<file path="src/rtl/bounce_frame_ctrl.sv">
// Per-frame sequencer for the colour-bounce game: erase, update/commit, settle,
// then redraw ball and platforms through a request/done drawer handshake.
module bounce_frame_ctrl #(
  parameter int TOP    = 20,
  parameter int BOTTOM = 100
) (
  input  logic        clk,
  input  logic        reset,
  input  logic        start,
  input  logic        frame_tick,
  input  logic [1:0]  lane,
  input  logic        draw_done,
  input  logic [7:0]  curr_ball,
  input  logic [2:0]  color_ball,
  input  logic [11:0] color_plats,
  input  logic [27:0] position_plats,
  input  logic [11:0] score,
  output logic        mem_we,
  output logic [7:0]  prev_ball_nxt,
  output logic [7:0]  curr_ball_nxt,
  output logic [2:0]  color_ball_nxt,
  output logic [11:0] score_nxt,
  output logic        draw_req,
  output logic [1:0]  draw_kind,
  output logic [7:0]  draw_pos,
  output logic [2:0]  draw_color,
  output logic        busy,
  output logic        game_over,
  output logic        overrun
);

  typedef enum logic [2:0] {
    S_STOPPED, S_IDLE, S_ERASE, S_UPDATE, S_SETTLE, S_DRAW_BALL, S_DRAW_PLAT, S_OVER
  } state_t;

  localparam logic [7:0] TOP_ROW = 8'(TOP);
  localparam logic [7:0] BOT_ROW = 8'(BOTTOM);

  state_t      state_q, state_d;
  logic        dir_q, dir_d;
  logic [1:0]  plat_idx_q, plat_idx_d;
  logic [2:0]  lfsr_q, lfsr_d;
  logic        overrun_q, overrun_d;
  logic        busy_q, busy_d;
  logic        game_over_q, game_over_d;
  logic        draw_req_q, draw_req_d;
  logic [1:0]  draw_kind_q, draw_kind_d;
  logic [7:0]  draw_pos_q, draw_pos_d;
  logic [2:0]  draw_color_q, draw_color_d;

  logic        upd_dir, miss, done_ok;

  function automatic logic [2:0] plat_color(input logic [1:0] i);
    case (i)
      2'd0:    plat_color = color_plats[2:0];
      2'd1:    plat_color = color_plats[5:3];
      2'd2:    plat_color = color_plats[8:6];
      default: plat_color = color_plats[11:9];
    endcase
  endfunction

  function automatic logic [7:0] plat_pos(input logic [1:0] i);
    case (i)
      2'd0:    plat_pos = {1'b0, position_plats[6:0]};
      2'd1:    plat_pos = {1'b0, position_plats[13:7]};
      2'd2:    plat_pos = {1'b0, position_plats[20:14]};
      default: plat_pos = {1'b0, position_plats[27:21]};
    endcase
  endfunction

  // Commit values are only meaningful (and only non-zero) during UPDATE.
  always_comb begin
    mem_we         = 1'b0;
    prev_ball_nxt  = '0;
    curr_ball_nxt  = '0;
    color_ball_nxt = '0;
    score_nxt      = '0;
    upd_dir        = dir_q;
    miss           = 1'b0;
    if (state_q == S_UPDATE) begin
      prev_ball_nxt  = curr_ball;
      color_ball_nxt = color_ball;
      score_nxt      = score;
      if (!dir_q) begin
        if (curr_ball != BOT_ROW) begin
          curr_ball_nxt = curr_ball + 8'd1;
        end else if (plat_color(lane) == color_ball) begin
          curr_ball_nxt  = BOT_ROW - 8'd1;
          upd_dir        = 1'b1;
          color_ball_nxt = lfsr_q;
          score_nxt      = (score == 12'hFFF) ? score : score + 12'd1;
        end else begin
          miss = 1'b1;
        end
      end else if (curr_ball <= TOP_ROW) begin
        curr_ball_nxt = curr_ball + 8'd1;
        upd_dir       = 1'b0;
      end else begin
        curr_ball_nxt = curr_ball - 8'd1;
      end
      mem_we = !miss;
    end
  end

  assign done_ok = draw_done && draw_req_q;

  always_comb begin
    state_d      = state_q;
    dir_d        = dir_q;
    plat_idx_d   = plat_idx_q;
    lfsr_d       = lfsr_q;
    overrun_d    = overrun_q;
    draw_req_d   = draw_req_q;
    draw_kind_d  = draw_kind_q;
    draw_pos_d   = draw_pos_q;
    draw_color_d = draw_color_q;
    if (frame_tick && busy_q) overrun_d = 1'b1;
    case (state_q)
      S_STOPPED, S_OVER: if (start) begin
        state_d   = S_IDLE;
        dir_d     = 1'b0;
        overrun_d = 1'b0;
      end
      S_IDLE: if (frame_tick) begin
        state_d      = S_ERASE;
        draw_req_d   = 1'b1;
        draw_kind_d  = 2'd0;
        draw_pos_d   = curr_ball;
        draw_color_d = 3'b000;
      end
      S_ERASE: if (done_ok) begin
        state_d    = S_UPDATE;
        draw_req_d = 1'b0;
      end
      S_UPDATE: begin
        lfsr_d  = {lfsr_q[1:0], lfsr_q[2] ^ lfsr_q[1]};
        dir_d   = upd_dir;
        state_d = miss ? S_OVER : S_SETTLE;
      end
      S_SETTLE: begin
        state_d      = S_DRAW_BALL;
        draw_req_d   = 1'b1;
        draw_kind_d  = 2'd1;
        draw_pos_d   = curr_ball;
        draw_color_d = color_ball;
      end
      S_DRAW_BALL: if (done_ok) begin
        state_d      = S_DRAW_PLAT;
        plat_idx_d   = 2'd0;
        draw_kind_d  = 2'd2;
        draw_pos_d   = plat_pos(2'd0);
        draw_color_d = plat_color(2'd0);
      end
      // Requests run back to back: the next platform is presented in the
      // cycle right after the previous one completes.
      S_DRAW_PLAT: if (done_ok) begin
        if (plat_idx_q == 2'd3) begin
          state_d    = S_IDLE;
          draw_req_d = 1'b0;
        end else begin
          plat_idx_d   = plat_idx_q + 2'd1;
          draw_pos_d   = plat_pos(plat_idx_q + 2'd1);
          draw_color_d = plat_color(plat_idx_q + 2'd1);
        end
      end
      default: state_d = S_STOPPED;
    endcase
    busy_d      = !(state_d inside {S_STOPPED, S_IDLE, S_OVER});
    game_over_d = (state_d == S_OVER);
  end

  always_ff @(posedge clk) begin
    if (reset) begin
      state_q      <= S_STOPPED;
      dir_q        <= 1'b0;
      plat_idx_q   <= 2'd0;
      lfsr_q       <= 3'b001;
      overrun_q    <= 1'b0;
      busy_q       <= 1'b0;
      game_over_q  <= 1'b0;
      draw_req_q   <= 1'b0;
      draw_kind_q  <= 2'd0;
      draw_pos_q   <= 8'd0;
      draw_color_q <= 3'd0;
    end else begin
      state_q      <= state_d;
      dir_q        <= dir_d;
      plat_idx_q   <= plat_idx_d;
      lfsr_q       <= lfsr_d;
      overrun_q    <= overrun_d;
      busy_q       <= busy_d;
      game_over_q  <= game_over_d;
      draw_req_q   <= draw_req_d;
      draw_kind_q  <= draw_kind_d;
      draw_pos_q   <= draw_pos_d;
      draw_color_q <= draw_color_d;
    end
  end

  assign draw_req   = draw_req_q;
  assign draw_kind  = draw_kind_q;
  assign draw_pos   = draw_pos_q;
  assign draw_color = draw_color_q;
  assign busy       = busy_q;
  assign game_over  = game_over_q;
  assign overrun    = overrun_q;

endmodule

</file>
<file path="config.mk">
export PLATFORM = sky130hd
export DESIGN_NAME = bounce_frame_ctrl
export DESIGN_NICKNAME = d
export VERILOG_FILES = /design/src/rtl/bounce_frame_ctrl.sv
export SDC_FILE = /design/constraint.sdc
export NUM_CORES = 1
export LEC_CHECK = 0
export CORE_MARGIN = 1.5
export CORE_UTILIZATION = 30
export CTS_BUF_LIST = sky130_fd_sc_hd__clkbuf_8
export DETAILED_ROUTE_END_ITERATION = 10
export PLACE_DENSITY_LB_ADDON = 0.12
export SLEW_MARGIN = 20
export SYNTH_ARGS = -nofsm -noshare
export SYNTH_HDL_FRONTEND = slang
export SYNTH_SLANG_ARGS = --single-unit
</file>
<file path="constraint.sdc">
create_clock -name clk -period 3.6 [get_ports clk]
set_input_delay 0.54 -clock clk [delete_from_list [all_inputs] [get_ports clk]]
set_output_delay 0.54 -clock clk [all_outputs]
set_load 0.01 [all_outputs]
</file>
Word-level counts from Yosys, hierarchy flattened
Cells that the tools add are included.

Logic and storage cells: 127. Flip-flop bits (word level): 26. Output and inout port bits: 49.

Magnitude comparators: 1. Add/sub/neg operators: 4. Reduce and logical (&&, ||, !) cells: 20. Equal/unequal tests: 24. Bitwise logic cells: 1. Multiplexer cells: 66.

Operator list (number): $mux 8 (9); $mux 12 (5); $mux 3 (17); $pmux 8 s4 (1); $pmux 3 s7 (1); $pmux 7 s3 (1); $mux 1 (18); $pmux 3 s3 (2); $eq 3x3->1 const B (5); $ne 2x2->1 const B (7); $add 12x1->12 const B (1); $eq 12x12->1 const B (1); $mux 2 (6); $pmux 3 s4 (1); $reduce_and 5->1 (2); $add 8x1->8 const B (1); $le 8x5->1 const B (1); $ne 8x7->1 const B (1); $reduce_bool 4->1 (2); $sub 8x1->8 const B (1); $mux 7 (1); $eq 2x2->1 const B (3); $eq 3x1->1 const B (2); $eq 3x2->1 const B (2); other kinds (18) (25).

Depth between registers and ports, before layout
Depth after elaboration: 16. Gate-level depth with buffers: 9. Depth with buffers taken out: 8.

Worst setup path after synthesis
Ideal clock, no wire load.

Path type: input -> output. Start: input lane[0]. End: output score_nxt[5]. Setup slack: 110 ps. Stages: 8. Arrival: 2950 ps. Path buffers: 2. Data required time: 3060 ps. Path through: buf_6 > mux4_2 > xor2_1 > or4_4 > or3_4 > buf_6 > or4_1 > a21oi_1.

Longest elaborated chain between the ends: 10. Elaborated cells between the ends (all ways): 12.

RTL lines: from (decl) (line 11) `input logic [1:0] lane,`; $eq 2x2->1 (tied with other cells) (line 54) `case (i)`; $pmux 3 s3 * (line 54); $mux 3 * (line 85) `if (curr_ball != BOT_ROW) begin`; $mux 3 * (line 84) `if (!dir_q) begin`; $mux 3 * (line 80) `if (state_q == S_UPDATE) begin`; $eq 3x3->1 * (line 87) `end else if (plat_color(lane) == color_ball) begin`; $mux 12 * (line 87); $mux 12 * (line 85); $mux 12 * (line 84); $mux 12 * (line 80); to (decl) (line 22) `output logic [11:0] score_nxt,`.

Every way passes the cells marked *; elsewhere a longest branch is shown, timed or not. The select of a mux whose other input is x is not followed.

Worst setup path in the final report
Start: input lane[0]. End: output score_nxt[6].

The elaborated chain is that of the path after synthesis.

==> flow_summary.json <==
{
  "status": "complete, no violations",
  "die_area_um2": 9574,
  "cp_slowest_cell": "mux4_2",
  "vias": 3419,
  "critPathLaunchType": "input port",
  "vdd_drop_max_mv": 0.1280,
  "hpwlAfterDp_um": 7762,
  "synth_nets": 470,
  "crit_fanout": 8,
  "min-delay-path-class": "reg -> reg",
  "firstDrtPassIters": 6,
  "final-setup-viol-count": 0,
  "synth_cells": 392,
  "layout-drive-gt1-share_pct": 19.48,
  "critical_path.top_delay_family": "simple AND/OR/NAND/NOR gates",
  "max_stage_delay_ns": 0.53,
  "synth_top_area_share_pct": 19.29,
  "combPwrFrac_pct": 42.1,
  "first_global_vias": 3310,
  "p_leak_uw": 0.001712,
  "final.min_clock_period_ns": 3.567,
  "netlist_area_um2": 2699,
  "synth_common_cells": "nand2_1, a21oi_1, nor2_1",
  "syn_avg_cell_area_um2": 6.885,
  "clkPwrFrac_pct": 20.7,
  "wl_per_cell_um": 15.44,
  "synthSimpleGateAreaFrac_pct": 31.90,
  "fin_skew_ns": 0.008238,
  "cts_tree": "built",
  "antenna_found_initial": 0,
  "regToRegStartpoint": "state_q[1]",
  "synth-seq-cells": 26,
  "seqPwrFrac_pct": 37.2,
  "clk_latency_ns": 0.27,
  "synth_async_sr_flop_share_pct": 0,
  "fp.coreArea_um2": 8721,
  "crit_buf_inv": 3,
  "synth_edf_count": 0,
  "slew_headroom_pct": 52.00,
  "ff2ff_path_depth": 6,
  "boundaryPins": 119,
  "num_rows": 34,
  "yosysUniqueCellTypes": 53,
  "grt_pass1_wl_um": 16270,
  "place_inst": 635,
  "synth-compound-area-share_pct": 27.68,
  "grt_use_met2_pct": 34.69,
  "gr-usage-met3_pct": 2.219,
  "crit_required_ns": 3.06,
  "whs_ns": 0.4531,
  "die_y_um": 97.85,
  "worstHoldStart": "draw_pos[6]",
  "overflow": 0,
  "path_clk_slew_ns": 0.09,
  "muxShareOfSynthArea_pct": 7.696,
  "power.internal_uw": 559.3,
  "cts_max_level": 1,
  "path_class": "in -> out",
  "areaGrowthSynthToFinish_pct": 61.43,
  "startpoint": "lane[0]",
  "cp.depth": 9,
  "synth-xor-area-share_pct": 2.921,
  "fin_crit_sh_pct": 99.08,
  "numPortBuffers": 118,
  "root_buffer": "clkbuf_8",
  "path_cells": "buf_6 -> mux4_2 -> xor2_2 -> or4_4 -> or3_4 -> buf_6 -> or4_1 -> nand2_1 -> buf_2",
  "grt_busiest_layer": "met2",
  "p_per_area_nw_per_um2": 189.3,
  "cpMostUsedCell": "buf_6",
  "ys_seq_area_share_pct": 19.29,
  "synthAdderAreaFrac_pct": 3.709,
  "cts.sinks": 26,
  "grt_max_degree": 27,
  "final_nets": 614,
  "worstMarginPinSlew_ns": 0.7174,
  "drv_cap": 0,
  "synth.most_common_cell": "nand2_1",
  "ys_top_cells_by_area": "dfxtp_1, nand2_1, a21oi_1, mux2i_1, nor2_1",
  "cts_buffers": 3,
  "layoutNonFillerInstCount": 642,
  "power.total_uw": 824.7,
  "start_util_pct": 30.95,
  "grt_usage_pct": 20.28,
  "rsz0062_at_grt": "yes",
  "endpoint_kind": "output port",
  "yosysTopAreaCell": "dfxtp_1",
  "arrival_ns": 3.03,
  "switchingPower_uw": 265.4,
  "yosysWarnings": 0,
  "groute.layer.met1.usage_pct": 27.93,
  "antenna-diode-count": 0,
  "gp_congestion": 0.8609,
  "fmax_ghz": 0.2804,
  "drt_iter0_drc": 181,
  "wirelength_um": 9915,
  "die_w_um": 97.85,
  "postRouteAntennaNets": 0,
  "swShare_pct": 32.18,
  "hold_viol_final": 0,
  "ys.flop_type": "dfxtp_1",
  "drc_errors": 0,
  "slew_viol_final": 0,
  "synth_top_family_by_area": "simple AND/OR/NAND/NOR gates",
  "ctsLongestPathBuffers": 2,
  "worstHoldPathCells": 2,
  "via_per_inst": 5.326
}
-- routing by layer --
metal,part of all wire [%],vias up
met5,0,-
met4,0.79,0
met3,4.3,4
met2,49,97
met1,46,1589
li1,-,1729
-- power groups by stage --
stage | registers [uW] | logic (uW) | clock network [uW]
floorplan | 316 | 148 | 0
global placement | 313 | 340 | 0
detailed placement | 313 | 343 | 0
CTS | 306 | 345 | 175
global route | 308 | 379 | 183
finish | 306 | 347 | 171
-- worst reg2reg max path, stage by stage (launching register included) --
cell and delay (ns):
dfxtp_1 0.34, buf_4 0.25, nor2b_1 0.52, and2_1 0.45
nand2_1 0.09, mux2_2 0.26, nor2_1 0.08
-- area by class of cell --
type / instances / area [um^2]
clock buffers: 3 / 41.29
fillers: 874 / 4364
flip-flops and latches: 26 / 520.5
inverters: 12 / 45.04
well taps: 108 / 135.1
multi-input cells: 321 / 2067
repair buffers: 172 / 1548
-- registers in the layout, indices dropped and copies added (netlist names) --
| signal | flops |
|---|---|
| draw_pos | 8 |
| draw_color | 3 |
| lfsr_q | 3 |
| state_q | 3 |
| draw_kind | 2 |
| plat_idx_q | 2 |
| busy | 1 |
| dir_q | 1 |
| draw_req | 1 |
| game_over | 1 |
| overrun | 1 |
-- worst paths after layout --
kind | to | slack, ns
worst max-delay path | score_nxt[6] | 0.03
worst min-delay path | draw_pos[6] | 0.45
worst max register to register | plat_idx_q[1] | 1.57
worst min register to register | draw_pos[6] | 0.45
-- cell families after synthesis --
group / after synthesis
mux: 19
xor+xnor: 9
buf+inv: 45
compound gates: 114
simple gates: 171
fa+ha+maj: 8
flops: 26
-- timing repair --
item	in CTS	in global routing
resized for setup	96	15
buffers inserted	4	0
endpoints found under the setup margin	20	17
hold buffers	0	0
pin swaps	19	3
-- cells in the final DEF (no fill, tap or decap), types with 4 or more instances in the layout --
master            n
nand2_1          54
nand2b_1          6
dlymetal6s2s_1    4
nor3_1            8
nor2_1           32
or4_1             4
buf_2            12
a221oi_1          7
and2_1           10
a222oi_1         10
and3_1            7
clkdlybuf4s50_1  88
o22ai_1           8
nor2b_1           5
buf_4            51
a21oi_1          31
o211ai_1          5
o21ai_0          20
xor2_1            4
nand3_1          18
buf_6             7
inv_1             9
mux2i_1          13
xnor2_1           4
dfxtp_1          26
ha_1              7
dlygate4sd2_1     7
-- metrics by stage --
stage               util, %  worst slack, ns  setup TNS [ns]  cell area, um^2
finish                49.96          0.03306               0             4357
CTS                   49.50         -0.08757         -0.1773             4317
global placement      48.75          -0.7417          -9.812             4252
global route          49.96         -0.03331        -0.04112             4357
detailed placement    48.75          -0.8083          -10.63             4252
floorplan                 -           0.1102               0             2699
(Power assumes the default switching activity.)
